[src/rtl/hazard_ctrl_if.sv]
// Decode-side hazard interface: decode operand/destination info and branch
// resolution in, stall/flush/forward controls and perf counters out.
interface hazard_ctrl_if #(
  parameter int RA_W  = 4,
  parameter int CNT_W = 16
);
  logic             valid_D;
  logic [RA_W-1:0]  RA1_D;
  logic [RA_W-1:0]  RA2_D;
  logic             use1_D;
  logic             use2_D;
  logic [RA_W-1:0]  WA_D;
  logic             RegWrite_D;
  logic             MemtoReg_D;
  logic             BranchTaken_E;
  logic             StallF;
  logic             StallD;
  logic             FlushD;
  logic             FlushE;
  logic [1:0]       ForwardAE;
  logic [1:0]       ForwardBE;
  logic [CNT_W-1:0] stall_cnt;
  logic [CNT_W-1:0] flush_cnt;

  modport master (
    output valid_D, RA1_D, RA2_D, use1_D, use2_D, WA_D, RegWrite_D, MemtoReg_D, BranchTaken_E,
    input  StallF, StallD, FlushD, FlushE, ForwardAE, ForwardBE, stall_cnt, flush_cnt
  );

  modport slave (
    input  valid_D, RA1_D, RA2_D, use1_D, use2_D, WA_D, RegWrite_D, MemtoReg_D, BranchTaken_E,
    output StallF, StallD, FlushD, FlushE, ForwardAE, ForwardBE, stall_cnt, flush_cnt
  );
endinterface

[src/rtl/hazard_ctrl.sv]
// Hazard controller for the 5-stage core. Shadows destination info for E/M/W,
// detects load-use and taken-branch hazards, selects execute-operand forwarding
// and counts stall cycles and flushes with saturating counters.
module hazard_ctrl #(
  parameter int RA_W   = 4,
  parameter int PC_REG = 15,
  parameter int CNT_W  = 16
) (
  input logic         clk,
  input logic         rst,
  hazard_ctrl_if.slave hz
);
  localparam logic [RA_W-1:0] PC_IDX = RA_W'(PC_REG);

  logic             vE, rwE, m2rE, u1E, u2E;
  logic [RA_W-1:0]  rdE, ra1E, ra2E;
  logic             vM, rwM, m2rM;
  logic [RA_W-1:0]  rdM;
  logic             vW, rwW;
  logic [RA_W-1:0]  rdW;
  logic             lduse, br, flush_e;
  logic [CNT_W-1:0] stall_cnt_q, flush_cnt_q;

  // Hazard detection; R15 is PC and never counts as a load destination.
  always_comb begin
    lduse = vE & rwE & m2rE & (rdE != PC_IDX) & hz.valid_D &
            ((hz.use1_D & (hz.RA1_D == rdE)) | (hz.use2_D & (hz.RA2_D == rdE)));
    br    = vE & hz.BranchTaken_E;
  end

  // Stall/flush controls; a taken branch squashes whatever sits in D, so it wins.
  always_comb begin
    hz.StallF = 1'b0;
    hz.StallD = 1'b0;
    hz.FlushD = 1'b0;
    flush_e   = 1'b0;
    if (br) begin
      hz.FlushD = 1'b1;
      flush_e   = 1'b1;
    end else if (lduse) begin
      hz.StallF = 1'b1;
      hz.StallD = 1'b1;
      flush_e   = 1'b1;
    end
    hz.FlushE = flush_e;
  end

  // Operand forwarding; M beats W, and a load in M has no data yet.
  always_comb begin
    hz.ForwardAE = 2'b00;
    hz.ForwardBE = 2'b00;
    if (u1E && (ra1E != PC_IDX)) begin
      if (vM && rwM && !m2rM && (rdM == ra1E))  hz.ForwardAE = 2'b10;
      else if (vW && rwW && (rdW == ra1E))      hz.ForwardAE = 2'b01;
    end
    if (u2E && (ra2E != PC_IDX)) begin
      if (vM && rwM && !m2rM && (rdM == ra2E))  hz.ForwardBE = 2'b10;
      else if (vW && rwW && (rdW == ra2E))      hz.ForwardBE = 2'b01;
    end
  end

  // Shadow pipeline; a flushed D->E transfer becomes a bubble but keeps its fields.
  always_ff @(posedge clk or posedge rst) begin
    if (rst) begin
      vE <= 1'b0; rwE <= 1'b0; m2rE <= 1'b0; u1E <= 1'b0; u2E <= 1'b0;
      rdE <= '0; ra1E <= '0; ra2E <= '0;
      vM <= 1'b0; rwM <= 1'b0; m2rM <= 1'b0; rdM <= '0;
      vW <= 1'b0; rwW <= 1'b0; rdW <= '0;
    end else begin
      vE   <= hz.valid_D & ~flush_e;
      rdE  <= hz.WA_D;
      rwE  <= hz.RegWrite_D;
      m2rE <= hz.MemtoReg_D;
      ra1E <= hz.RA1_D;
      ra2E <= hz.RA2_D;
      u1E  <= hz.use1_D;
      u2E  <= hz.use2_D;
      vM   <= vE;
      rdM  <= rdE;
      rwM  <= rwE;
      m2rM <= m2rE;
      vW   <= vM;
      rdW  <= rdM;
      rwW  <= rwM;
    end
  end

  // Saturating performance counters.
  always_ff @(posedge clk or posedge rst) begin
    if (rst) begin
      stall_cnt_q <= '0;
      flush_cnt_q <= '0;
    end else begin
      if (lduse && !br && (stall_cnt_q != '1)) stall_cnt_q <= stall_cnt_q + 1'b1;
      if (br && (flush_cnt_q != '1))           flush_cnt_q <= flush_cnt_q + 1'b1;
    end
  end

  assign hz.stall_cnt = stall_cnt_q;
  assign hz.flush_cnt = flush_cnt_q;
endmodule

[src/flat_wrapper.sv]
// flat-port wrapper written by rule: the top's interface ports become plain ports
module hazard_ctrl_flat 
#(
  parameter int RA_W   = 4,
  parameter int PC_REG = 15,
  parameter int CNT_W  = 16
)
  (clk, rst, hz_valid_D, hz_RA1_D, hz_RA2_D, hz_use1_D, hz_use2_D, hz_WA_D, hz_RegWrite_D, hz_MemtoReg_D, hz_BranchTaken_E, hz_StallF, hz_StallD, hz_FlushD, hz_FlushE, hz_ForwardAE, hz_ForwardBE, hz_stall_cnt, hz_flush_cnt);
  hazard_ctrl_if #(.RA_W(RA_W), .CNT_W(CNT_W)) hz_i ();
  input logic clk;
  input logic rst;
  input wire logic [$bits(hz_i.valid_D)-1:0] hz_valid_D;
  input wire logic [$bits(hz_i.RA1_D)-1:0] hz_RA1_D;
  input wire logic [$bits(hz_i.RA2_D)-1:0] hz_RA2_D;
  input wire logic [$bits(hz_i.use1_D)-1:0] hz_use1_D;
  input wire logic [$bits(hz_i.use2_D)-1:0] hz_use2_D;
  input wire logic [$bits(hz_i.WA_D)-1:0] hz_WA_D;
  input wire logic [$bits(hz_i.RegWrite_D)-1:0] hz_RegWrite_D;
  input wire logic [$bits(hz_i.MemtoReg_D)-1:0] hz_MemtoReg_D;
  input wire logic [$bits(hz_i.BranchTaken_E)-1:0] hz_BranchTaken_E;
  output wire logic [$bits(hz_i.StallF)-1:0] hz_StallF;
  output wire logic [$bits(hz_i.StallD)-1:0] hz_StallD;
  output wire logic [$bits(hz_i.FlushD)-1:0] hz_FlushD;
  output wire logic [$bits(hz_i.FlushE)-1:0] hz_FlushE;
  output wire logic [$bits(hz_i.ForwardAE)-1:0] hz_ForwardAE;
  output wire logic [$bits(hz_i.ForwardBE)-1:0] hz_ForwardBE;
  output wire logic [$bits(hz_i.stall_cnt)-1:0] hz_stall_cnt;
  output wire logic [$bits(hz_i.flush_cnt)-1:0] hz_flush_cnt;
  assign hz_i.valid_D = hz_valid_D;
  assign hz_i.RA1_D = hz_RA1_D;
  assign hz_i.RA2_D = hz_RA2_D;
  assign hz_i.use1_D = hz_use1_D;
  assign hz_i.use2_D = hz_use2_D;
  assign hz_i.WA_D = hz_WA_D;
  assign hz_i.RegWrite_D = hz_RegWrite_D;
  assign hz_i.MemtoReg_D = hz_MemtoReg_D;
  assign hz_i.BranchTaken_E = hz_BranchTaken_E;
  assign hz_StallF = hz_i.StallF;
  assign hz_StallD = hz_i.StallD;
  assign hz_FlushD = hz_i.FlushD;
  assign hz_FlushE = hz_i.FlushE;
  assign hz_ForwardAE = hz_i.ForwardAE;
  assign hz_ForwardBE = hz_i.ForwardBE;
  assign hz_stall_cnt = hz_i.stall_cnt;
  assign hz_flush_cnt = hz_i.flush_cnt;
  hazard_ctrl #(.RA_W(RA_W), .PC_REG(PC_REG), .CNT_W(CNT_W)) u_core (.clk(clk), .rst(rst), .hz(hz_i));
endmodule
[config.mk]
export PLATFORM = sky130hd
export DESIGN_NAME = hazard_ctrl_flat
export DESIGN_NICKNAME = d
export VERILOG_FILES = /design/src/rtl/hazard_ctrl_if.sv /design/src/rtl/hazard_ctrl.sv /design/src/flat_wrapper.sv
export SDC_FILE = /design/constraint.sdc
export NUM_CORES = 1
export LEC_CHECK = 0
export ABC_CLOCK_PERIOD_IN_PS = 3430
export CAP_MARGIN = 30
export CELL_PAD_IN_SITES_DETAIL_PLACEMENT = 2
export CELL_PAD_IN_SITES_GLOBAL_PLACEMENT = 2
export CORE_UTILIZATION = 32
export DETAILED_ROUTE_END_ITERATION = 7
export GPL_TIMING_DRIVEN = 0
export PLACE_DENSITY = 0.74
export SLEW_MARGIN = 25
export SYNTH_ARGS = -nofsm -noshare
export SYNTH_HDL_FRONTEND = slang
export SYNTH_SLANG_ARGS = --single-unit
[constraint.sdc]
create_clock -name clk -period 3.43 [get_ports clk]
set_clock_uncertainty 0.15 [all_clocks]
set_input_delay 1.029 -clock clk [delete_from_list [all_inputs] [get_ports clk]]
set_output_delay 1.029 -clock clk [all_outputs]
set_load 0.005 [all_outputs]
Word level (Yosys, flattened, before mapping). Index checks and enable logic that the tools add are counted.

Bits in registers: 62. Input bits: 20. Logic and storage cells: 65. Output and inout bits: 40.

Reductions and logical operators: 14. Eq/ne operators: 11. Bitwise gates (word level): 11. $add $sub $neg: 2. Multiplexer cells: 10.

Operators by type and width (count): $add A16 B1 Y16 const B (2); $ne A16 B16 Y1 const B (2); $eq A4 B4 Y1 (6); $logic_and A1 B1 Y1 (12); $ne A4 B4 Y1 const B (3); $and A1 B1 Y1 (9); $mux W2 (4); $mux W1 (6); $logic_not A1 Y1 (2); $not A1 Y1 (1); $or A1 B1 Y1 (1).

Longest topological paths before layout. Gate-level depths: netlist of run 1.

Depth after elaboration: 9. Mapped depth: 8. Depth with buffers taken out: 7.

Worst setup path before layout of run 1. OpenSTA, ideal clock, no wires.

Path type: in2out. From: input port hz_RA1_D[1]. To: output port hz_StallF. Buffers on the path: 2. Arrival: 2.062 ns. Path slack: 0.189 ns. Data required time: 2.251 ns. Stages: 6. Cells stage by stage: xor2_1 > nor4_2 > o21ai_2 > buf_6 > nor2_1 > buf_4.

Word-level cells in the longest chain between the ends: 6.

RTL lines: start, declared (line flat_wrapper.sv:13) `input wire logic [$bits(hz_i.RA1_D)-1:0] hz_RA1_D;`; $eq A4 B4 Y1 (line hazard_ctrl.sv:27) `((hz.use1_D & (hz.RA1_D == rdE)) | (hz.use2_D & (hz.RA2_D == rdE)));`; $and A1 B1 Y1 (line hazard_ctrl.sv:27); $or A1 B1 Y1 (line hazard_ctrl.sv:27); $and A1 B1 Y1 (line hazard_ctrl.sv:26) `lduse = vE & rwE & m2rE & (rdE != PC_IDX) & hz.valid_D &`; $mux W1 (2 in series); end, declared (line flat_wrapper.sv:21) `output wire logic [$bits(hz_i.StallF)-1:0] hz_StallF;`.

Every way passes these cells.

Worst setup path in the final report of run 1.
From: input port hz_RA1_D[3]. To: output port hz_FlushE.

Word-level cells in the longest chain between the ends: 6.

RTL lines: $eq A4 B4 Y1 (line hazard_ctrl.sv:27); $and A1 B1 Y1 (line hazard_ctrl.sv:27); $or A1 B1 Y1 (line hazard_ctrl.sv:27); $and A1 B1 Y1 (line hazard_ctrl.sv:26); $mux W1 (line hazard_ctrl.sv:40) `end else if (lduse) begin`; $mux W1 (line hazard_ctrl.sv:37) `if (br) begin`; end, declared (line flat_wrapper.sv:24) `output wire logic [$bits(hz_i.FlushE)-1:0] hz_FlushE;`.

Every way passes these cells.

==> qor.txt, run 1 <==
critical path type: input port to output pin
Vias per Instance: 4.993
Inserted Clock Buffers: 9
final net count: 335
clk sinks: 62
Starting Density: 33.33%
share of cells above drive strength 1: 20.75%
final hold violation count: 0
status: completed
Tcrit/Tclk final: 98.48%
fin util: 46.31%
Switching Power: 0.4540 mW
clock buffer depth: 2
Syn Inst Count: 238
initial antenna violation count: 0
Slew Viols, Final: 0
Worst-Margin Slew: 397.2 ps
H-tree depth: 3
I/O Buffers: 58
Max IR drop VDD: 0.1768 mV
Reg power frac: 49.1%
Synth area leaders: dfrtp_1 (56%), xnor2_1 (8.2%), xor2_1 (6.3%)
Die ar.: 9021 sq um
final setup margin: 52.01 ps
synth unique cells: 33
post-synth top area cell: dfrtp_1
Syn-to-layout area delta: 38.94%
YS warnings: 0
gpl congestion: 0.7310
Setup-failing EPs final: 0
routed len/inst: 17.13 um
CP Launch Type: input port
most frequent cell after synthesis: dfrtp_1
Synth Area per Inst: 11.62 sq um
fmax: 296.0 MHz
GRT Residual Overflow: 0
crit-path max FO: 2
CP arrival: 2200 ps
switching share of power: 25.97%
routed via count: 2,112
worst reg2reg path endpoint: u_core.hz.stall_cnt[1]$_DFFE_PP0P_
total wire length: 7245 um
P per Cell Area: 454.8 nW/um^2
Slew headroom: 73.27%
Fill cells: 861
Netlist Area Pre-Place: 2766 sq um
Root Buffer: clkbuf_8
Hold Path Class: register to register
area occupied by multi-input gates: 1271 sq um
gr usage total: 17.80%
Internal Power: 1.294 mW
Synth top area share: 56.08%
post-detail-place hpwl: 5056 um
EDFF count, synth: 0
RSZ-0062 raised after global routing: false
HP Start: u_core.rwM$_DFF_PP0_
Residual DRC: 0
sequential cell area fraction in the yosys report: 56.08%
n_diodes: 0
Crit. End Element: output pin
syn_nets: 260
Reg area: 1551 sq um
Yosys reg bits: 62
hold depth: 0
Final Instance Area: 3844 sq um
Placement Cell Area: 3508 sq um
Die Width: 94.98 um
FF-to-FF path depth: 10
total leakage power: 1.622 nW
Iter 0 DRT Violations: 48
post-detailed-route count of antenna-violating nets: 0
Reg2Reg Launch Point: u_core.rdE[3]$_DFF_PP0_
clk_lat worst skew: 330 ps
CTS tree: built
CP Data Required Time: 2250 ps
Worst Hold Path EP: u_core.rwW$_DFF_PP0_
largest net degree at the start of global routing: 43
most used flip-flop cell after synthesis: dfrtp_1
vias in the first global route: 2,260
clock network power share: 36.8%
Worst-path clk slew: 60 ps
async set-reset flop share out of synthesis: 100.0%
Core Region: 8299 sq um
min cycle time layout: 3378 ps
floorplan die height: 94.98 um
total power: 1.748 mW
combinational share of power: 14.1%
# rows: 33
Max Cap Violations: 0
IO Pins: 60
first-pass GRT wire length: 11,940 um
Place WS: -891.7 ps
commonest cells in the netlist: dfrtp_1 (62), xnor2_1 (26), nand3_1 (23)
Pre-antenna DRT Iters: 4
setup slack, reg-to-reg: 620 ps
==> what timing repair did <==
item | 4_1_cts | 5_1_grt
setup endpoints to repair | 3 | 3
pin swaps | 9 | 5
gates resized for setup | 55 | 13
setup buffers | 7 | 0
hold buffers | 0 | 0
cloned | 0 | 0
==> cell families after synthesis <==
| kind of cell | Yosys count | share of synthesized area (%) |
|---|---|---|
| AND/OR/NAND/NOR | 101 | 21.89 |
| buffers and inverters | 11 | 2.261 |
| flip-flops | 62 | 56.08 |
| XOR/XNOR | 46 | 14.56 |
| AO/OA/AOI/OAI | 13 | 3.076 |
| multiplexers | 3 | 1.221 |
| adder cells (fa/ha/maj) | 2 | 0.9044 |
==> layout by cell type, fill, tap and decap left out, drive strengths merged <==
cell	n
clkdlybuf4s50	44
clkbuf	14
inv	6
dfrtp	62
dlygate4sd2	3
a21oi	4
mux2	3
nor3	8
a31oi	1
xnor2	26
a41oi	2
clkinv	3
and4	2
and3	9
nand3	23
nand3b	1
ha	2
buf	18
nand4	12
bufinv	1
o21ai	3
clkdlybuf4s15	2
xor2	20
nor2	12
a22oi	1
nand2	16
nor4	13
nand2b	1
or3	1
nor4b	3
o21a	2
==> layer usage <==
| metal | GRT usage (%) | routed length (um) |
|---|---|---|
| met5 | 0 | 0 |
| met4 | 6.818 | 78 |
| met3 | 2.738 | 220 |
| met2 | 30.64 | 3841 |
| met1 | 22.39 | 3104 |
==> state kept, by name, indices dropped and copies added (netlist names), 4 cells and up <==
register and count:
u_core.hz.stall_cnt 16, u_core.hz.flush_cnt 16, u_core.ra2E 4, u_core.rdW 4, u_core.rdM 4, u_core.ra1E 4, u_core.rdE 4
==> cell type report <==
class                   count  share of cell area (%)
inverters                   6                  0.6510
plain buffers               3                  0.5534
repair buffers             66                   16.73
clock inverters             4                   1.172
well taps                 105                   3.418
flip-flops and latches     62                   40.36
clock buffers              12                   4.036
multi-input cells         165                   33.07
==> power groups by stage <==
stage	logic [mW]	clock network (mW)	registers, mW
after global routing	0.274	0.696	0.871
final	0.247	0.643	0.859
after CTS	0.252	0.674	0.859
after detailed placement	0.242	0	0.869
after floorplan	0.110	0	0.854
after global placement	0.228	0	0.867
==> per-stage QoR <==
step | hold WS, ps | std cells | setup TNS (ps)
after floorplan | 203.8 | 238 | 0
after global placement | 211.4 | 401 | -33320
after detailed placement | 217.0 | 402 | -2470
after CTS | 231.9 | 424 | -19.14
after global routing | 243.1 | 423 | 0
final | 227.1 | 423 | 0
==> how the worst max path moves through the flow <==
stage	from	end	cells after the start
global route	hz_RA1_D[3]	hz_FlushE	7
CTS	hz_RA1_D[3]	hz_StallF	8
global placement	hz_RA2_D[1]	hz_StallF	8
finish	hz_RA1_D[3]	hz_FlushE	7
floorplan	hz_RA1_D[1]	hz_StallF	6
detailed placement	hz_RA1_D[2]	hz_StallF	9
==> worst max-delay path, stage by stage <==
cell	delay, ps
buf_4	130
xor2_4	160
nor4_4	360
o21ai_4	120
buf_6	130
nand2_2	60
clkdlybuf4s15_2	200
No activity file was read; power rests on OpenSTA's default activity.
==> run 2: changes to the inputs <==
--- a/config.mk
+++ b/config.mk
@@ -9,6 +9,7 @@
 export CAP_MARGIN = 30
 export CELL_PAD_IN_SITES_DETAIL_PLACEMENT = 2
 export CELL_PAD_IN_SITES_GLOBAL_PLACEMENT = 2
+export CORE_ASPECT_RATIO = 1.75
 export CORE_UTILIZATION = 32
 export DETAILED_ROUTE_END_ITERATION = 7
 export GPL_TIMING_DRIVEN = 0
==> qor.txt, run 2 (synthesis gave the netlist of run 1 again) <==
status: completed (unchanged)
commonest cells after routing, fill and taps aside: dfrtp_1 (62), clkdlybuf4s50_1 (44), xnor2_1 (24) (unchanged)
met2 global-route usage: 32.93% (was 30.64%)
Pre-antenna DRT Iters: 4 (unchanged)
critical path type: input port to output pin (unchanged)
# rows: 44 (was 33)
Die Width: 72.29 um (was 94.98 um)
CP max-delay cell: nor4_4 (unchanged)
final hold violation count: 0 (unchanged)
routed len/inst: 16.92 um (was 17.13 um)
Max Cap Violations: 0 (unchanged)
crit-path max FO: 3 (was 2)
Iter 0 DRT Violations: 117 (was 48)
CP Cell Sequence: buf_2, xor2_2, nor4_4, o21ai_4, buf_6, buf_12, nand2_2, buf_2 (was buf_4, xor2_4, nor4_4, o21ai_4, buf_6, nand2_2, clkdlybuf4s15_2)
most common cell after layout, fill and taps aside: dfrtp_1 (unchanged)
CTS tree: built (unchanged)
n_diodes: 0 (unchanged)
floorplan die height: 125 um (was 94.98 um)
post-detailed-route count of antenna-violating nets: 0 (unchanged)
Die ar.: 9036 sq um (was 9021 sq um)
initial antenna violation count: 0 (unchanged)
Global Route met3 Usage: 4.432% (was 2.738%)
CP Data Required Time: 2250 ps (about the same)
Slew Viols, Final: 0 (unchanged)
routed via count: 2,162 (was 2,112)
Crit. End Element: output pin (unchanged)
CP Launch Type: input port (unchanged)
WP buf/inv: 4 (was 3)
first-pass GRT wire length: 12,170 um (was 11,940 um)
Max IR drop VDD: 0.2412 mV (was 0.1768 mV)
Inserted Clock Buffers: 9 (unchanged)
clk_lat worst skew: 320 ps (was 330 ps)
CP top delay family: buffers and inverters (unchanged)
Worst-Margin Slew: 416.0 ps (was 397.2 ps)
total leakage power: 1.664 nW (was 1.622 nW)
min cycle time layout: 3352 ps (was 3378 ps)
Residual DRC: 0 (unchanged)
fin util: 47.40% (was 46.31%)
Starting Density: 33.28% (was 33.33%)
total wire length: 7310 um (was 7245 um)
GRT Residual Overflow: 0 (unchanged)
P per Cell Area: 516.0 nW/um^2 (was 454.8 nW/um^2)
Reg area: 1551 sq um (unchanged)
slowest stage delay, CP: 360 ps (about the same)
Slew headroom: 71.88% (was 73.27%)
Worst path most repeated cell: buf_2
area occupied by multi-input gates: 1255 sq um (was 1271 sq um)
share of cells above drive strength 1: 20.82% (was 20.75%)
Root Buffer: clkbuf_16 (was clkbuf_8)
gr usage total: 17.91% (was 17.80%)
vias in the first global route: 2,434 (was 2,260)
met1 usage: 18.81% (was 22.39%)
Vias per Instance: 5.005 (was 4.993)
Core Region: 8313 sq um (was 8299 sq um)
post-detail-place hpwl: 5369 um (was 5056 um)
Worst-path clk slew: 50 ps (was 60 ps)
Fill cells: 836 (was 861)
fmax: 298.4 MHz (was 296.0 MHz)
I/O Buffers: 58 (unchanged)
Setup-failing EPs final: 0 (unchanged)
Tcrit/Tclk final: 97.72% (was 98.48%)
IO Pins: 60 (unchanged)
GRT busiest layer: met2 (unchanged)
largest net degree at the start of global routing: 49 (was 43)
post-route setup TNS: 0 ps (unchanged)
final net count: 335 (unchanged)
gpl congestion: 0.7566 (was 0.7310)
Syn-to-layout area delta: 42.42% (was 38.94%)
Hold Path Class: register to register (unchanged)
clk sinks: 62 (unchanged)
H-tree depth: 3 (unchanged)
CP arrival: 2170 ps (was 2200 ps)
RSZ-0062 raised after global routing: false (unchanged)
clock buffer depth: 2 (unchanged)
-- run 2: cell types whose count changed in the layout (fill, tap and decap cells not counted), moves of 2 or more --
cell       before  now
buf_2           5    7
buf_4           8    5
clkbuf_16       0    9
clkbuf_8       11    3
clkinv_2        3    1
-- run 2: repair_timing --
| action | in CTS | in global routing |
|---|---|---|
| endpoints found under the hold margin | 0 | 0 |
| endpoints found under the setup margin | 3 | 2 |
| setup buffers | 6 | 1 |
| pin swaps | 9 | 3 |
| hold buffers | 0 | 0 |
| gates resized for setup | 52 | 6 |
-- run 2: final cells by class --
| cell class | count | share of cell area (%) |
|---|---|---|
| buffer | 3 | 0.5399 |
| clock buffer | 12 | 6.764 |
| clock inverter | 3 | 1.080 |
| inverter | 6 | 0.6351 |
| multi-input combinational | 165 | 31.85 |
| sequential | 62 | 39.38 |
| tap | 115 | 3.652 |
| timing repair buffer | 66 | 16.10 |
-- run 2: stage by stage --
step / power [mW] / setup WS (ps) / instances / hold WS (ps) / instance area (sq um)
CTS: 2.062 / 8.360 / 431 / 234.4 / 3959
finish: 2.033 / 78.35 / 432 / 231.7 / 3940
global route: 2.117 / 20.43 / 432 / 242.8 / 3940
floorplan: 0.9639 / 189.1 / 238 / 203.8 / 2766
detailed placement: 1.115 / -959.8 / 412 / 219.2 / 3521
global placement: 1.098 / -908.9 / 411 / 209.2 / 3491
-- run 2: worst register-to-register path, cell delays in order, from the launching register on --
cell and delay [ps]:
dfrtp_1 460, xor2_2 220, nor4_4 360, o21ai_4 110, buf_4 140, buf_4 140, buf_4 170, nor3_2 220
mux2_2 360
-- run 2: final timing paths --
check,startpoint,to,slack [ps],cells past startpoint
max,hz_RA2_D[1],hz_FlushE,80,8
min,u_core.m2rE$_DFF_PP0_,u_core.m2rM$_DFF_PP0_,230,0
max reg2reg,u_core.rdE[1]$_DFF_PP0_,u_core.hz.stall_cnt[1]$_DFFE_PP0P_,980,8
min reg2reg,u_core.m2rE$_DFF_PP0_,u_core.m2rM$_DFF_PP0_,230,0
max in group asynchronous,rst,u_core.hz.flush_cnt[11]$_DFFE_PP0P_,1780,3
min in group asynchronous,rst,u_core.hz.stall_cnt[0]$_DFFE_PP0P_,840,2
-- run 2: power breakdown --
part,internal [mW],switching [mW]
clock,0.616,0.311
combinational,0.137,0.107
sequential,0.784,0.0782
total,1.54,0.496
-- run 2: routing by layer --
metal / part of all wire (%) / vias to the layer above
li1: - / 985
met1: 37 / 1122
met2: 58 / 45
met3: 3.1 / 10
met4: 1.6 / 0
met5: 0 / -
